<file path="config.mk">
export PLATFORM = sky130hd
export DESIGN_NAME = delay_scheduler
export DESIGN_NICKNAME = d
export VERILOG_FILES = /design/src/rtl/delay_sched_pkg.sv /design/src/rtl/delay_scheduler_rr_picker.sv /design/src/rtl/delay_scheduler.sv
export SDC_FILE = /design/constraint.sdc
export NUM_CORES = 1
export LEC_CHECK = 0
export ABC_CLOCK_PERIOD_IN_PS = 5800
export CORE_MARGIN = 10
export CORE_UTILIZATION = 51
export DETAILED_ROUTE_END_ITERATION = 8
export GPL_ROUTABILITY_DRIVEN = 0
export PLACE_DENSITY = 0.83
export SLEW_MARGIN = 20
export SYNTH_ARGS = -nofsm -noshare
export SYNTH_HDL_FRONTEND = slang
export SYNTH_HIERARCHICAL = 1
export SYNTH_SLANG_ARGS = --single-unit
export TNS_END_PERCENT = 30
</file>
<file path="constraint.sdc">
create_clock -name clk -period 5.8 [get_ports clk]
set_clock_uncertainty 0.15 [all_clocks]
set_input_delay 1.16 -clock clk [delete_from_list [all_inputs] [get_ports clk]]
set_output_delay 1.16 -clock clk [all_outputs]
set_load 0.02 [all_outputs]
</file>
<file path="src/rtl/delay_sched_pkg.sv">
// Shared definitions for the tick-driven delay scheduler: FSM state encoding,
// default sizing, and the helper that extracts one requester's delay field.
package delay_sched_pkg;

  localparam int DEF_NREQ  = 4;
  localparam int DEF_CW    = 8;

  // Upper bounds for the slice helper (NREQ <= 8, CW <= 32).
  localparam int MAX_CW    = 32;
  localparam int MAX_VEC_W = 256;

  typedef enum logic [1:0] {
    IDLE  = 2'b00,
    LOAD  = 2'b01,
    COUNT = 2'b10,
    DONE  = 2'b11
  } sched_state_e;

  // Return delay field idx of a packed vector whose fields are cw bits wide.
  function automatic logic [MAX_CW-1:0] delay_slice(input logic [MAX_VEC_W-1:0] vec,
                                                    input int idx,
                                                    input int cw);
    logic [MAX_VEC_W-1:0] shifted;
    logic [MAX_CW-1:0]    mask;
    shifted = vec >> (idx * cw);
    mask    = (cw >= MAX_CW) ? '1 : ((MAX_CW'(1) << cw) - MAX_CW'(1));
    return shifted[MAX_CW-1:0] & mask;
  endfunction

endpackage

</file>
<file path="src/rtl/delay_scheduler_rr_picker.sv">
// Combinational round-robin picker: starting at ptr and wrapping modulo NREQ,
// the first asserted request wins.
module rr_picker
  import delay_sched_pkg::*;
#(
  parameter int NREQ = DEF_NREQ,
  parameter int IW   = (NREQ > 1) ? $clog2(NREQ) : 1
) (
  input  logic [NREQ-1:0] req,
  input  logic [IW-1:0]   ptr,
  output logic [NREQ-1:0] winner,
  output logic [IW-1:0]   winner_idx,
  output logic            any_req
);

  // Scan candidates in priority order ptr, ptr+1, ... and keep the first hit.
  always_comb begin
    logic [IW-1:0] cand;
    // NOTE: every output of a combinational block gets a default first so no
    // path leaves it unassigned and a latch is never inferred.
    cand       = '0;
    winner     = '0;
    winner_idx = '0;
    any_req    = 1'b0;
    for (int k = 0; k < NREQ; k++) begin
      cand = IW'((int'(ptr) + k) % NREQ);
      if (!any_req && req[cand]) begin
        any_req      = 1'b1;
        winner[cand] = 1'b1;
        winner_idx   = cand;
      end
    end
  end

endmodule

</file>
<file path="src/rtl/delay_scheduler.sv">
// Shares one 100 ms tick-driven delay timer among NREQ requesters. The timer
// is granted round-robin; the owner's delay is latched on grant, counted down
// on each tick, and a one-cycle done pulse is returned on completion.
// Optional build macro DELAY_SCHED_ABORT_EN: when defined, an owner that drops
// its request while counting aborts the delay without a done pulse.
module delay_scheduler
  import delay_sched_pkg::*;
#(
  parameter int NREQ = DEF_NREQ,
  parameter int CW   = DEF_CW
) (
  input  logic             clk,
  input  logic             rst,
  input  logic             timeout100ms,
  input  logic [NREQ-1:0]  req,
  input  logic [NREQ*CW-1:0] delay,
  output logic [NREQ-1:0]  grant,
  output logic [NREQ-1:0]  done,
  output logic             busy,
  output logic [CW-1:0]    remaining
);

  localparam int IW = (NREQ > 1) ? $clog2(NREQ) : 1;

  sched_state_e    state_q, state_d;
  logic [NREQ-1:0] pick_onehot;
  logic [IW-1:0]   pick_idx;
  logic            pick_any;
  logic [IW-1:0]   owner_idx_q;
  logic [IW-1:0]   ptr_q;
  logic [IW-1:0]   ptr_adv;
  logic [CW-1:0]   remaining_q;
  logic [CW-1:0]   load_val;
  logic            owner_drop;
  logic [NREQ-1:0] grant_q, grant_d;
  logic [NREQ-1:0] done_q, done_d;
  logic            busy_q, busy_d;

  rr_picker #(.NREQ(NREQ), .IW(IW)) u_picker (
    .req        (req),
    .ptr        (ptr_q),
    .winner     (pick_onehot),
    .winner_idx (pick_idx),
    .any_req    (pick_any)
  );

  assign load_val = CW'(delay_slice(MAX_VEC_W'(delay), int'(owner_idx_q), CW));
  assign ptr_adv  = (owner_idx_q == IW'(NREQ - 1)) ? '0 : owner_idx_q + IW'(1);

`ifdef DELAY_SCHED_ABORT_EN
  assign owner_drop = (state_q == COUNT) && !req[owner_idx_q];
`else
  assign owner_drop = 1'b0;
`endif

  // State and registered outputs.
  always_ff @(posedge clk or negedge rst) begin
    if (!rst) begin
      state_q <= IDLE;
      grant_q <= '0;
      done_q  <= '0;
      busy_q  <= 1'b0;
    end else begin
      // NOTE: sequential state uses non-blocking assignments so every register
      // samples pre-edge values regardless of statement order.
      state_q <= state_d;
      grant_q <= grant_d;
      done_q  <= done_d;
      busy_q  <= busy_d;
    end
  end

  // Next-state logic.
  always_comb begin
    state_d = state_q;
    case (state_q)
      IDLE:    if (pick_any) state_d = LOAD;
      LOAD:    state_d = (load_val == '0) ? DONE : COUNT;
      COUNT: begin
        if (owner_drop)                                    state_d = IDLE;
        else if (timeout100ms && remaining_q == CW'(1))    state_d = DONE;
      end
      DONE:    state_d = IDLE;
      default: state_d = IDLE;
    endcase
  end

  // Output values for the next cycle, derived from the state being entered.
  always_comb begin
    grant_d = grant_q;
    case (state_d)
      IDLE:    grant_d = '0;
      LOAD:    grant_d = pick_onehot;
      default: grant_d = grant_q;
    endcase
    done_d = (state_d == DONE) ? grant_q : '0;
    busy_d = (state_d != IDLE);
  end

  // Owner index, round-robin pointer and the remaining-tick counter.
  always_ff @(posedge clk or negedge rst) begin
    if (!rst) begin
      owner_idx_q <= '0;
      ptr_q       <= '0;
      remaining_q <= '0;
    end else begin
      case (state_q)
        IDLE: if (pick_any) owner_idx_q <= pick_idx;
        LOAD: remaining_q <= load_val;
        COUNT: begin
          if (owner_drop) begin
            remaining_q <= '0;
            ptr_q       <= ptr_adv;
          end else if (timeout100ms && remaining_q != '0) begin
            remaining_q <= remaining_q - CW'(1);
          end
        end
        DONE: ptr_q <= ptr_adv;
        default: ;
      endcase
    end
  end

  assign grant     = grant_q;
  assign done      = done_q;
  assign busy      = busy_q;
  assign remaining = remaining_q;

endmodule

</file>
==> flow_summary_export.csv, run 1 <==
group,metric,value,unit
route,drc_errors,0,
layout,layout.nets,281,
clock_tree,clkSlewWorstSetupHoldPaths,0.12,ns
critical_path,arrival,3.25,ns
synth,synth_edf_count,0,
clock_tree,ctsRootBufferMaster,"clkbuf_4",
timing,fin_ws,2.61,ns
global_routing,antenna_found_initial,0,
synth,yosys_warnings,6,
layout,antenna_cells,0,
synth,yosysTopAreaCell,"dfrtp_1",
clock_tree,ctsResizeCount,0,
global_routing,grt_use_total,0.150,
pwr,finalPower,1.20,mW
pwr,pwr-share-seq,0.283,
synth,synth_area,1810,µm²
layout,final_cell_mix,"clkdlybuf4s50_1 (54), dfrtp_1 (23), nor2_1 (15), ha_1 (13), nand2_1 (10)",
placed_design,hpwl,3.88,mm
clock_tree,cts_max_path_buffers,2,
die,io_pins,56,
layout,n_fill_cell,248,
clock_tree,cts_max_level,1,
synth,synth.net_count,228,
route,totalWireLength,4.70,mm
global_routing,use_met2,0.271,
clock_tree,cts_inserted_buffers,3,
synth,yosysUniqueCellTypes,40,
pwr,combPwrFrac,0.658,
pwr,p_clk_frac,0.060,
timing,slew_viol_final,0,
synth,syn_inst,176,
route,antenna_left,0,
pwr,ir_drop,0.000307,V
placed_design,port-buffer-count,55,
critical_path,crit_type,"input pin to register",
placed_design,dp_slack,2.28,ns
timing,fmax,0.313,GHz
critical_path,worstPathMaxFanout,13,
route,viasPerCell,5.76,
global_routing,grt_util_met3,0.0225,
placed_design,dp_cells,270,
die,die_w,79.6,µm
global_routing,grt_use_met1,0.179,
layout,drive_gt1_frac,0.114,
timing,hold_ws,0.377,ns
timing,period_needed,3.19,ns
layout,multi_input_area,1150,µm²
route,wl_per_cell,17.1,µm
layout,layout.cells.non_filler,274,
status,status,"completed",
clock_tree,postCtsSetupRepairBufs,0,
synth,yosys.area.top_type_share,0.317,
global_routing,grt_overflow_total,0,
timing,worst_pin_slew,0.548,ns
worst_hold_path,hold_class,"register to register",
critical_path,worstPathRequired,5.86,ns
timing,maxSlewHeadroom,0.634,
timing,setup_viol,0,
die,rows,21,
synth,seq_area_frac_synth,0.317,
synth,ys.flop_type,"dfrtp_1",
route,firstDrtPassIters,4,
timing,finalHoldViolCount,0,
pwr,powerDensity,502,nW/µm²
die,dieArea,6340,µm²
global_routing,grt_pass1_vias,1556,
die,core_area,3390,µm²
route,drtIter0Drc,114,
synth,async_reset_ff_frac,1.00,
route,vias,1577,
pwr,power.switching,0.559,mW
critical_path,start_kind,"input pin",
die,die_h,79.6,µm
timing,min_period_over_period,0.551,
synth,avgSynthCellArea,10.3,µm²
clock_tree,cts_tree,"built",
layout,mostFrequentLayoutCell,"clkdlybuf4s50_1",
global_routing,grt_max_degree,24,
synth,ys_top_cells_by_area,"dfrtp_1 (32%), mux4_2 (11%), ha_1 (9.0%)",
layout,syn_to_final_growth,32.0,%
timing,fin_tns_setup,0,ns
clock_tree,postCtsHoldBufs,0,
pwr,power.share.switching,0.466,
pwr,intPower,0.641,mW
synth,yosys_register_bits,23,
die,start_util,0.535,
pwr,cellLeakagePower,1.02,nW
critical_path,cp-end-kind,"register",
global_routing,grt_pass1_wl,7.70,mm
global_routing,grt.busiest_layer,"met2",
layout,regArea,576,µm²
timing,rsz0062_at_grt,"no",
job,drv_cap,0,
clock_tree,cts_sinks,23,
clock_tree,clk-insertion-delay-late,0.30,ns
## routing by layer
layer	part of all wire	wire length (µm)
met1	0.41	1950
met2	0.53	2510
met3	0.044	205
met4	0.0077	36
met5	0	0
## critical path, cell delays in order
cell	delay, ns
clkdlybuf4s50_1	0.47
mux4_2	0.64
nor4b_4	0.41
nor2_1	0.09
a32o_1	0.22
mux2_2	0.25
## state kept, by name, summed over array words and instances, names as in the netlist
signal / cells
done: 4
state_q: 2
grant: 4
remaining: 8
owner_idx_q: 2
ptr_q: 2
busy: 1
## cells by family (layout without fill, tap and decap cells)
logic type      count (synthesis)  in the layout  share of synthesized area
compound gates                 47             47                      0.168
fa+ha+maj                      13             13                     0.0897
buf+inv                        18             70                     0.0504
flops                          23             23                      0.317
mux                            24             24                      0.218
simple gates                   51             51                      0.156
## cell type report
class / instances / share of cell area
clock buffers: 3 / 0.00941
clock inverters: 1 / 0.00209
inverters: 11 / 0.0173
multi-input cells: 135 / 0.479
flip-flops and latches: 23 / 0.240
well taps: 46 / 0.0240
repair buffers: 55 / 0.228
## per-stage QoR
stage / area (µm²) / utilization
floorplan: 1810 / -
global placement: 2370 / 0.700
detailed placement: 2370 / 0.700
CTS: 2400 / 0.708
global route: 2390 / 0.706
finish: 2390 / 0.706
## power groups by stage
stage	logic [mW]	registers [mW]	clock network [mW]
floorplan	0.580	0.338	0
finish	0.790	0.339	0.0717
global placement	0.755	0.336	0
detailed placement	0.788	0.344	0
global route	0.869	0.355	0.0837
CTS	0.794	0.340	0.0757
## Yosys cell counts, types with 2 or more instances
master / number
a21o_1: 6
a21oi_1: 9
a22oi_1: 8
and2_1: 3
and3_1: 2
buf_6: 3
clkbuf_1: 3
dfrtp_1: 23
ha_1: 13
inv_1: 9
inv_2: 2
mux2_2: 7
mux2i_1: 5
mux4_1: 2
mux4_2: 9
nand2_1: 10
nand2b_1: 4
nand3b_1: 4
nor2_1: 15
nor3_1: 4
nor4_1: 2
o211ai_1: 2
o21ai_0: 6
o21ai_1: 4
o22ai_1: 6
## path summary, 6_finish.rpt
check                                          start                         end  slack (ns)  depth (start not counted)
min in group asynchronous                        rst    remaining[6]$_DFFE_PN0P_        0.65                          1
worst max-delay path                          req[3]  owner_idx_q[1]$_DFFE_PN0P_        2.61                          6
worst min register to register  grant[1]$_DFFE_PN0P_        grant[1]$_DFFE_PN0P_        0.38                          2
worst min-delay path            grant[1]$_DFFE_PN0P_        grant[1]$_DFFE_PN0P_        0.38                          2
max in group asynchronous                        rst        state_q[1]$_DFF_PN0_        4.51                          1
worst max register to register  ptr_q[0]$_DFFE_PN0N_  owner_idx_q[1]$_DFFE_PN0P_        2.91                          7
No activity file was read; power rests on OpenSTA's default activity.
==> run 2, diff against run 1 <==
Settings changed: ABC_CLOCK_PERIOD_IN_PS 5800 to 2700, CORE_UTILIZATION 51 to 42, PLACE_DENSITY 0.83 to 0.73.
Clock period 5.8 ns to 2.7 ns, I/O delays scaled along.
==> run 2 against run 1 <==
  * First-iteration DRC count down 57%
  * Clock-buffer cell count unchanged
  * Worst hold slack worse by 0.0032 ns
  * Register-to-register slack worse by 2.6 ns
  * Wire length down 1.1%
  * Final area up 5.0%
  * Clock power rose to 2.9 times the previous value
  * Critical path depth up 2
  * Via count up 0.76%
  * Sequential share of layout area down 1.1 points
  * Critical endpoint is now done[1]$_DFF_PN0_
==> flow_summary_export.csv, run 2 (synthesis gave the netlist of run 1 again) <==
group,metric,value,unit
status,status,"completed",
timing,setup_viol,0,
clock_tree,cts_max_level,1,
timing,min_period_over_period,0.913,
clock_tree,cts_max_path_buffers,2,
layout,n_fill_cell,354,
pwr,finalPower,2.73,mW
layout,syn_to_final_growth,38.6,%
route,totalWireLength,4.65,mm
placed_design,hpwl,3.92,mm
pwr,ir_drop,0.000593,V
placed_design,dp_slack,-0.0561,ns
pwr,combPwrFrac,0.678,
pwr,intPower,1.51,mW
clock_tree,postCtsHoldBufs,0,
critical_path,worstPathMaxFanout,6,
pwr,power.share.switching,0.445,
timing,maxSlewHeadroom,0.686,
clock_tree,cts_tree,"built",
critical_path,arrival,2.46,ns
route,firstDrtPassIters,4,
global_routing,grt_pass1_wl,7.94,mm
pwr,pwr-share-seq,0.245,
timing,fin_ws,0.235,ns
layout,final_cell_mix,"clkdlybuf4s50_1 (55), dfrtp_1 (23), nor2_1 (15), ha_1 (13), buf_4 (12)",
global_routing,grt_max_degree,24,
route,drc_errors,0,
layout,layout.nets,293,
route,drtIter0Drc,49,
global_routing,grt_pass1_vias,1574,
die,start_util,0.444,
die,core_area,4090,µm²
route,viasPerCell,5.48,
timing,fmax,0.406,GHz
timing,worst_pin_slew,0.469,ns
layout,largest_reg_flops,8,
route,vias,1589,
die,die_h,85.7,µm
clock_tree,cts_inserted_buffers,3,
pwr,p_clk_frac,0.077,
route,antenna_left,0,
layout,drive_gt1_frac,0.154,
clock_tree,clk-insertion-delay-late,0.26,ns
layout,mostFrequentLayoutCell,"clkdlybuf4s50_1",
die,rows,23,
die,die_w,85.7,µm
placed_design,port-buffer-count,55,
critical_path,cp-end-kind,"register",
clock_tree,ctsRootBufferMaster,"clkbuf_8",
critical_path,start_kind,"input pin",
layout,regArea,576,µm²
die,io_pins,56,
job,drv_cap,0,
pwr,power.switching,1.21,mW
die,dieArea,7340,µm²
global_routing,grt_use_total,0.130,
global_routing,grt_overflow_total,0,
timing,slew_viol_final,0,
clock_tree,clkSlewWorstSetupHoldPaths,0.08,ns
timing,finalHoldViolCount,0,
clock_tree,ctsResizeCount,0,
timing,period_needed,2.47,ns
pwr,cellLeakagePower,1.09,nW
timing,rsz0062_at_grt,"no",
clock_tree,postCtsSetupRepairBufs,0,
layout,antenna_cells,0,
pwr,powerDensity,1080,nW/µm²
global_routing,antenna_found_initial,0,
layout,multi_input_area,1150,µm²
critical_path,worstPathRequired,2.70,ns
critical_path,crit_type,"input pin to register",
route,wl_per_cell,16.0,µm
clock_tree,cts_sinks,23,
worst_hold_path,hold_class,"register to register",
-- run 2: routing by layer --
metal,up-vias,track usage,share of wire
met4,0,0.0494,0.015
met1,771,0.161,0.44
met3,4,0.0255,0.039
li1,787,-,-
met5,-,0,0
met2,27,0.219,0.51
-- run 2: stage by stage --
stage / util / std cells / cell area [µm²] / setup TNS (ns) / hold WS (ns)
floorplan: - / 176 / 1810 / 0 / 0.0944
global placement: 0.603 / 286 / 2470 / -0.00931 / 0.361
detailed placement: 0.603 / 286 / 2470 / -0.270 / 0.357
CTS: 0.615 / 290 / 2510 / 0 / 0.376
global route: 0.615 / 290 / 2510 / 0 / 0.414
finish: 0.615 / 290 / 2510 / 0 / 0.374
-- run 2: layout make-up --
type	count	area share
Inverter	11	0.0164
Tap cell	50	0.0249
Multi-Input combinational cell	135	0.456
Sequential cell	23	0.229
Clock inverter	1	0.00199
Clock buffer	3	0.0164
Timing Repair Buffer	67	0.255
-- run 2: worst max-delay path: stages --
cell and delay [ns]:
clkdlybuf4s50_1 0.47, mux4_1 0.62, nor3_1 0.23, nand2b_1 0.10, inv_1 0.06, nand3_1 0.16, o21ai_2 0.19, nor2_1 0.10
-- run 2: path summary, 6_finish.rpt --
check	from	cells past startpoint	slack [ns]	endpoint
hold / removal	grant[3]$_DFFE_PN0P_	2	0.37	grant[3]$_DFFE_PN0P_
max in group asynchronous	rst	2	1.69	remaining[1]$_DFFE_PN0P_
hold reg to reg	grant[3]$_DFFE_PN0P_	2	0.37	grant[3]$_DFFE_PN0P_
setup / recovery	req[0]	8	0.23	done[1]$_DFF_PN0_
setup reg to reg	remaining[0]$_DFFE_PN0P_	7	0.27	remaining[3]$_DFFE_PN0P_
min in group asynchronous	rst	2	0.47	remaining[3]$_DFFE_PN0P_
-- run 2: power by group through the flow --
stage | Sequential (mW) | Combinational [mW] | Clock [mW]
6_report | 0.668 | 1.85 | 0.210
5_1_grt | 0.703 | 2.04 | 0.236
4_1_cts | 0.672 | 1.86 | 0.220
3_5_place_dp | 0.680 | 1.85 | 0
3_3_place_gp | 0.671 | 1.83 | 0
2_1_floorplan | 0.725 | 1.25 | 0
==> run 3, diff against run 2 <==
Settings changed: HOLD_SLACK_MARGIN set to 0.08.
==> results of run 3 <==
Same layout as run 2: the final DEF is identical, and so are final timing and power.
